==> src/rtl/div_pkg.sv <==
// Shared definitions for the restoring divider: FSM state encoding and default width.
// No latency or backpressure of its own.
// Imported by restoring_divider and div_step.
package div_pkg;

   localparam int DEFAULT_WIDTH = 32;

   typedef enum logic [1:0] {
      IDLE = 2'd0,
      CALC = 2'd1,
      DONE = 2'd2
   } div_state_t;

endpackage

==> src/rtl/div_step.sv <==
// One restoring iteration: shift {rem,quo} left, trial-subtract the divisor, keep or restore.
// Combinational, zero latency.
// No flow control; the caller decides when to register the result.
module div_step
   import div_pkg::*;
#(
   parameter int WIDTH = DEFAULT_WIDTH
) (
   input  logic [WIDTH-1:0] rem,
   input  logic [WIDTH-1:0] quo,
   input  logic [WIDTH-1:0] dvs,
   output logic [WIDTH-1:0] rem_nxt,
   output logic [WIDTH-1:0] quo_nxt
);

   logic [WIDTH:0] shifted;
   logic [WIDTH:0] diff;

   // rem < dvs always holds, so the shifted value fits in WIDTH+1 bits and diff[WIDTH] is the borrow.
   assign shifted = {rem, quo[WIDTH-1]};
   assign diff    = shifted - {1'b0, dvs};

   always_comb begin
      rem_nxt = shifted[WIDTH-1:0];
      quo_nxt = {quo[WIDTH-2:0], 1'b0};
      if (!diff[WIDTH]) begin
         rem_nxt = diff[WIDTH-1:0];
         quo_nxt = {quo[WIDTH-2:0], 1'b1};
      end
   end

endmodule

==> src/rtl/restoring_divider.sv <==
// Multi-cycle restoring divider; signed truncating mode compiled in with DIV_SIGNED_EN.
// Latency: Done WIDTH+1 edges after Start is accepted, 1 edge for a zero divisor.
// Backpressure: Start is accepted only in IDLE; requests while Busy/Done are dropped.
module restoring_divider
   import div_pkg::*;
#(
   parameter int WIDTH = DEFAULT_WIDTH
) (
   input  logic             CLK,
   input  logic             RST,
   input  logic             Start,
   input  logic             Signed,
   input  logic [WIDTH-1:0] Dividend,
   input  logic [WIDTH-1:0] Divisor,
   output logic             Busy,
   output logic             Done,
   output logic             DivZero,
   output logic [WIDTH-1:0] Quotient,
   output logic [WIDTH-1:0] Remainder
);

   localparam int CNT_W = $clog2(WIDTH) + 1;

   div_state_t       state;
   logic [CNT_W-1:0] cnt;
   logic [WIDTH-1:0] rem_q;
   logic [WIDTH-1:0] quo_q;
   logic [WIDTH-1:0] dvs_q;
   logic             zero_pend;
   logic [WIDTH-1:0] rem_nxt;
   logic [WIDTH-1:0] quo_nxt;
   logic [WIDTH-1:0] a_mag;
   logic [WIDTH-1:0] b_mag;
   logic [WIDTH-1:0] q_fin;
   logic [WIDTH-1:0] r_fin;
   logic             accept;

   assign accept = (state == IDLE) && Start;

`ifdef DIV_SIGNED_EN
   logic a_neg;
   logic b_neg;
   logic neg_quo;
   logic neg_rem;

   assign a_neg = Signed & Dividend[WIDTH-1];
   assign b_neg = Signed & Divisor[WIDTH-1];
   assign a_mag = a_neg ? -Dividend : Dividend;
   assign b_mag = b_neg ? -Divisor : Divisor;

   always_ff @(posedge CLK) begin
      if (RST) begin
         neg_quo <= 1'b0;
         neg_rem <= 1'b0;
      end else if (accept) begin
         neg_quo <= a_neg ^ b_neg;
         neg_rem <= a_neg;
      end
   end

   // Most-negative / -1 falls out naturally: magnitude 2^(W-1) negated wraps to itself.
   assign q_fin = neg_quo ? -quo_q : quo_q;
   assign r_fin = neg_rem ? -rem_q : rem_q;
`else
   logic unused_signed;

   assign unused_signed = Signed;
   assign a_mag         = Dividend;
   assign b_mag         = Divisor;
   assign q_fin         = quo_q;
   assign r_fin         = rem_q;
`endif

   div_step #(.WIDTH(WIDTH)) u_step (
      .rem     (rem_q),
      .quo     (quo_q),
      .dvs     (dvs_q),
      .rem_nxt (rem_nxt),
      .quo_nxt (quo_nxt)
   );

   always_ff @(posedge CLK) begin
      if (RST) begin
         state     <= IDLE;
         cnt       <= '0;
         rem_q     <= '0;
         quo_q     <= '0;
         dvs_q     <= '0;
         zero_pend <= 1'b0;
         DivZero   <= 1'b0;
         Quotient  <= '0;
         Remainder <= '0;
      end else begin
         case (state)
            IDLE: begin
               if (Start) begin
                  state     <= CALC;
                  cnt       <= '0;
                  rem_q     <= '0;
                  dvs_q     <= b_mag;
                  zero_pend <= (Divisor == '0);
                  DivZero   <= 1'b0;
                  // A zero divisor keeps the raw dividend so it can be returned as the remainder.
                  quo_q     <= (Divisor == '0) ? Dividend : a_mag;
               end
            end
            CALC: begin
               if (zero_pend) begin
                  state     <= DONE;
                  DivZero   <= 1'b1;
                  Quotient  <= '1;
                  Remainder <= quo_q;
               end else if (cnt == CNT_W'(WIDTH)) begin
                  state     <= DONE;
                  Quotient  <= q_fin;
                  Remainder <= r_fin;
               end else begin
                  rem_q <= rem_nxt;
                  quo_q <= quo_nxt;
                  cnt   <= cnt + CNT_W'(1);
               end
            end
            DONE:    state <= IDLE;
            default: state <= IDLE;
         endcase
      end
   end

   assign Busy = (state == CALC);
   assign Done = (state == DONE);

   wire unused_accept = accept;

endmodule

==> config.mk <==
export PLATFORM = sky130hd
export DESIGN_NAME = restoring_divider
export DESIGN_NICKNAME = d
export VERILOG_FILES = /design/src/rtl/div_pkg.sv /design/src/rtl/div_step.sv /design/src/rtl/restoring_divider.sv
export SDC_FILE = /design/constraint.sdc
export NUM_CORES = 1
export LEC_CHECK = 0
export CORE_ASPECT_RATIO = 1.4
export CORE_MARGIN = 10
export CORE_UTILIZATION = 50
export DETAILED_ROUTE_END_ITERATION = 16
export PLACE_DENSITY = 0.78
export SYNTH_ARGS = -nofsm -noshare
export SYNTH_HDL_FRONTEND = slang
export SYNTH_SLANG_ARGS = --single-unit
==> constraint.sdc <==
create_clock -name CLK -period 2.8 [get_ports CLK]
set_input_delay 0.56 -clock CLK [delete_from_list [all_inputs] [get_ports CLK]]
set_output_delay 0.56 -clock CLK [all_outputs]
set_load 0.01 [all_outputs]
======== Word level (Yosys, flattened, before mapping) ========
Index checks and enable logic that the tools add are counted.
storage, ports and cells
  register bits after elaboration ......... 170
  input port bits ......................... 68
  output and inout bits ................... 67
cells by class
  add/subtract/negate cells ............... 2
  equal/unequal tests ..................... 8
  muxes and demuxes ....................... 25
  reductions and logical operators ........ 9
operator list
  cell                   count
  $mux W32               11
  $pmux W32 S2           2
  $sub A33 B32 Y33       1
  $logic_not A32 Y1      1
  $mux W6                3
  $pmux W6 S2            1
  $add A6 B1 Y6 const B  1
  $eq A6 B6 Y1 const B   1
  $mux W2                3
  $ne A2 B2 Y1 const B   3
  $reduce_and A2 Y1      3
  $pmux W2 S2            1
  $reduce_and A4 Y1      1
  $reduce_bool A2 Y1     2
  $mux W1                3
  $ne A3 B1 Y1 const B   1
  $reduce_and A3 Y1      1
  $eq A2 B1 Y1 const B   1
  $eq A2 B2 Y1 const B   1
  $logic_not A2 Y1       1
  $ne A2 B1 Y1 const B   1
  $pmux W1 S2            1

======== Longest topological paths before layout ========
  word-level depth ........................ 5
  depth in mapped cells ................... 13
  depth with buffers taken out ............ 12

======== By module ========
From an unflattened synthesis, not the netlist that was laid out.
unflattened totals
  cells, all modules ...................... 1,158
  area, all modules ....................... 9,477.8 um^2
modules (own cells, without submodules)
  module             times used  cells each  area each (um^2)  seq. area each (um^2)
  restoring_divider  1           822         6,886.6           3,403.3
  div_step           1           336         2,591.2           0.0

======== Worst setup path after synthesis ========
OpenSTA, ideal clock, no wires.
  path type ............................... register to register
  from .................................... register quo_q[31], in the netlist q_fin[31]
  to ...................................... register rem_q[8], in the netlist r_fin[8]
  setup time .............................. 128 ps
  arrival ................................. 2,824 ps
  data required time ...................... 2,672 ps
  slack ................................... -151 ps
  cell stages (with the launch flop) ...... 14
  buffers on the path ..................... 1
  clock period less this slack ............ 2,951 ps
  cell sequence ........................... dfxtp_1 inv_1 ha_1 inv_1 fa_1 a211oi_2 o211ai_2 a211oi_4 o221ai_2 a2111o_1 nand3_4 buf_12 mux2i_1 o21ai_1
between the ends
  cells in the longest elaborated chain, start to end .. 5
ends and longest elaborated chain
  element                 RTL line                  source
  start, declared         restoring_divider.sv:27   logic [WIDTH-1:0] quo_q;
  start signal, assigned  restoring_divider.sv:104  quo_q <= (Divisor == '0) ? Dividend : a_mag;
  start signal, assigned  restoring_divider.sv:119  quo_q <= quo_nxt;
  $sub A33 B32 Y33        div_step.sv:21            assign diff = shifted - {1'b0, dvs};
  $mux W32                div_step.sv:26            if (!diff[WIDTH]) begin
  $mux W32                restoring_divider.sv:113  end else if (cnt == CNT_W'(WIDTH)) begin
  $mux W32                restoring_divider.sv:108  if (zero_pend) begin
  $pmux W32 S2            restoring_divider.sv:94   case (state)
  end signal, assigned    restoring_divider.sv:118  rem_q <= rem_nxt;
  end, declared           restoring_divider.sv:26   logic [WIDTH-1:0] rem_q;
Every way passes these cells. The select of a mux whose other input is x is not followed.
A chain may end at the register's enable or synchronous reset.

======== Final worst setup path ========
  from .................................... register quo_q[31], in the netlist q_fin[31]
  to ...................................... register rem_q[12], in the netlist r_fin[12]
Same word-level chain as after synthesis.

==> impl_metrics.yaml <==
sta:
  grt_setup_unrepaired: "yes"
  setup_violations: 32
  finalClockSkew_ns: 0.007243
  slew-limit-headroom_pct: 50.78
  finalMaxSlewViolations: 0
  hold_viol_final: 0
  fin_crit_ns: 2.978
  max_freq_ghz: 0.3358
  fin_crit_sh_pct: 106.3
  worst_pin_slew_ns: 0.7382
  setup_ws_ns: -0.1777
cells_and_area:
  area_delta_synth_final_pct: 28.58
  antenna_cells: 0
  layout_commonest_cell: "nand2_1"
  final_util_pct: 65.85
  final_cell_mix: "186 x nand2_1, 167 x dfxtp_1, 152 x nor2_1, 132 x clkdlybuf4s50_1, 71 x buf_4"
  drive_above_1_share_pct: 10.80
  finalNonFillerCells: 1523
  final_area_um2: 11550
  fin_nets: 1377
  fillerInstances: 1480
power:
  p_leak_nw: 4.213
  power_density_nw_per_um2: 679.8
  peakVddDrop_mv: 0.4358
  finalPower_w: 0.007853
synthesis:
  synthArstFlopShare_pct: 0
  synth.top_cell.area_share_pct: 37.88
  syn_area_um2: 8985
  synth_seq_area_share_pct: 37.88
  synth-main-ff-cell: "dfxtp_1"
  synthCells: 1126
  avgSynthCellArea_um2: 7.979
  synth_edf_count: 0
  synth_nets: 1229
  synth-seq-cells: 170
  synth_top_cell_by_area: "dfxtp_1"
  yosys-top-cells-area: "dfxtp_1 38%, nand2_1 7.8%, mux2i_1 6.6%"
  ys_warn_count: 0
  ys_types: 65
detailed_routing:
  dr_total_vias: 8689
  wl_met3_um: 1674
  top_layer: "met4"
  postRouteAntennaNets: 0
  met1_length_um: 10800
  wl_per_cell_um: 17.16
  via_per_inst: 5.705
  initialDrtViolationCount: 745
  wirelength_um: 26130
  drc: 0
  dr.pass1.iters: 8
  met2_wirelength_um: 13040
placement:
  io_buffers: 133
  dp_hpwl_um: 18830
  gp_congestion: 1.011
  placed_cells: 1487
  postPlaceCellArea_um2: 10890
clock_network:
  numCtsBuffers: 17
  htree_levels: 4
  cts_tree: "done"
  cts_root_buffer: "clkbuf_16"
  clock-sinks: 170
  cts_buffer_depth: 2
  clock_latency_ns: 0.43
  path_clk_slew_ns: 0.07
global_route:
  grt_overflow: 0
  grt_usage_pct: 21.70
  grt_max_degree: 111
  grt_pass1_vias: 8566
  antenna_found_initial: 0
  grt_pass1_wl_um: 42920
setup_path:
  path_class: "register to register"
  critPathMaxFanout: 10
  arrival_ns: 3.28
  cp-end-kind: "register"
  critPathLaunchType: "register"
  critPathRequiredTime_ns: 3.10
floorplanning:
  start_util_pct: 51.21
  die_h_um: 178.6
  core.rowCount: 57
  coreArea_um2: 17540
  die_area_um2: 23810
  io_pins: 135
  fp.dieW_um: 133.3
worst_hold_path:
  min_path_type: "register to register"
run_status:
  failed_checks: "negative setup slack"
  status: "finished, violations left"
flow_run:
  drv_cap: 0
## metrics by stage
step                      TNS [ns]  hold slack, ns  worst slack (ns)
after floorplan             -1.676          0.4363          -0.07242
after global placement      -3.887          0.4430           -0.1449
after detailed placement    -5.105          0.4472           -0.1879
after CTS                   -3.592          0.4564           -0.1635
after global routing        -7.343          0.4732           -0.2737
final                       -3.660          0.4549           -0.1777
## synthesized netlist by cell type (all sizes together) (2+ instances only)
| cell type | n |
|---|---|
| nor3 | 45 |
| a211o | 4 |
| a2111oi | 2 |
| nand2b | 5 |
| nor4 | 10 |
| o31ai | 4 |
| o21a | 5 |
| a211oi | 41 |
| o31a | 2 |
| and3 | 3 |
| nand2 | 187 |
| a2bb2oi | 3 |
| clkbuf | 60 |
| o211ai | 9 |
| o21ai | 44 |
| a221oi | 3 |
| a21o | 7 |
| nor2 | 153 |
| xor2 | 20 |
| nor2b | 2 |
| nand4 | 10 |
| a2111o | 2 |
| nand3 | 13 |
| mux2i | 59 |
| inv | 44 |
| a311oi | 31 |
| ha | 34 |
| a21oi | 65 |
| buf | 20 |
| o221ai | 3 |
| xnor2 | 12 |
| dfxtp | 170 |
| a31oi | 4 |
| o22a | 31 |
| and4 | 2 |
## layout make-up
type | count | area (um^2) | share of cell area [%]
Sequential cell | 170 | 3407 | 29.49
Inverter | 44 | 165.2 | 1.430
Clock buffer | 19 | 452.9 | 3.921
Multi-Input combinational cell | 832 | 5131 | 44.42
Tap cell | 236 | 295.3 | 2.556
Clock inverter | 13 | 143.9 | 1.246
Timing Repair Buffer | 209 | 1957 | 16.94
## repair_timing
item                                    CTS  global route
pin swaps                                 2             1
buffers inserted                          2             2
hold endpoints to repair                  0             0
hold buffers                              0             0
resized for setup                         4             4
endpoints found under the setup margin   33            33
## power breakdown
part           switching (W)  leakage [nW]  internal [W]
clock                0.00102         0.293       0.00137
combinational        0.00142          2.54       0.00136
sequential          0.000134          1.38       0.00255
total                0.00257          4.21       0.00528
## sequential cells by signal, indices dropped and copies added, names as in the netlist
name       count
zero_pend      1
dvs_q         32
Quotient      32
q_fin         32
state          2
Remainder     32
cnt            6
r_fin         32
DivZero        1
## cell families after synthesis
group / share of synthesized area [%]
buffers and inverters: 5.709
muxes: 6.573
AOI/OAI and AO/OA: 20.97
xor gates and xnor gates: 3.119
DFF: 37.88
and+or+nand+nor: 20.79
adders and majority gates: 4.958
## metal layers
metal / up-vias / track usage, %
li1: 4261 / -
met1: 4062 / 26.10
met2: 314 / 37.96
met3: 52 / 3.970
met4: 0 / 7.455
met5: - / 0
## worst max-delay path: stages (launching register included)
cell      delay (ns)
dfxtp_2         0.32
inv_2           0.07
ha_4            0.13
inv_2           0.03
fa_2            0.34
a211oi_2        0.24
o211ai_2        0.16
a211oi_4        0.35
o221ai_2        0.16
a2111o_1        0.43
nand3_4         0.14
buf_12          0.16
mux2i_1         0.23
o21ai_1         0.09
## worst paths after layout
| kind | to | slack, ns | from | cells past startpoint |
|---|---|---|---|---|
| max | r_fin[12] | -0.18 | q_fin[31] | 13 |
| min | dvs_q[13] | 0.45 | dvs_q[13] | 2 |
| max reg2reg | r_fin[12] | -0.18 | q_fin[31] | 13 |
| min reg2reg | dvs_q[13] | 0.45 | dvs_q[13] | 2 |
No activity file was read; power rests on OpenSTA's default activity.
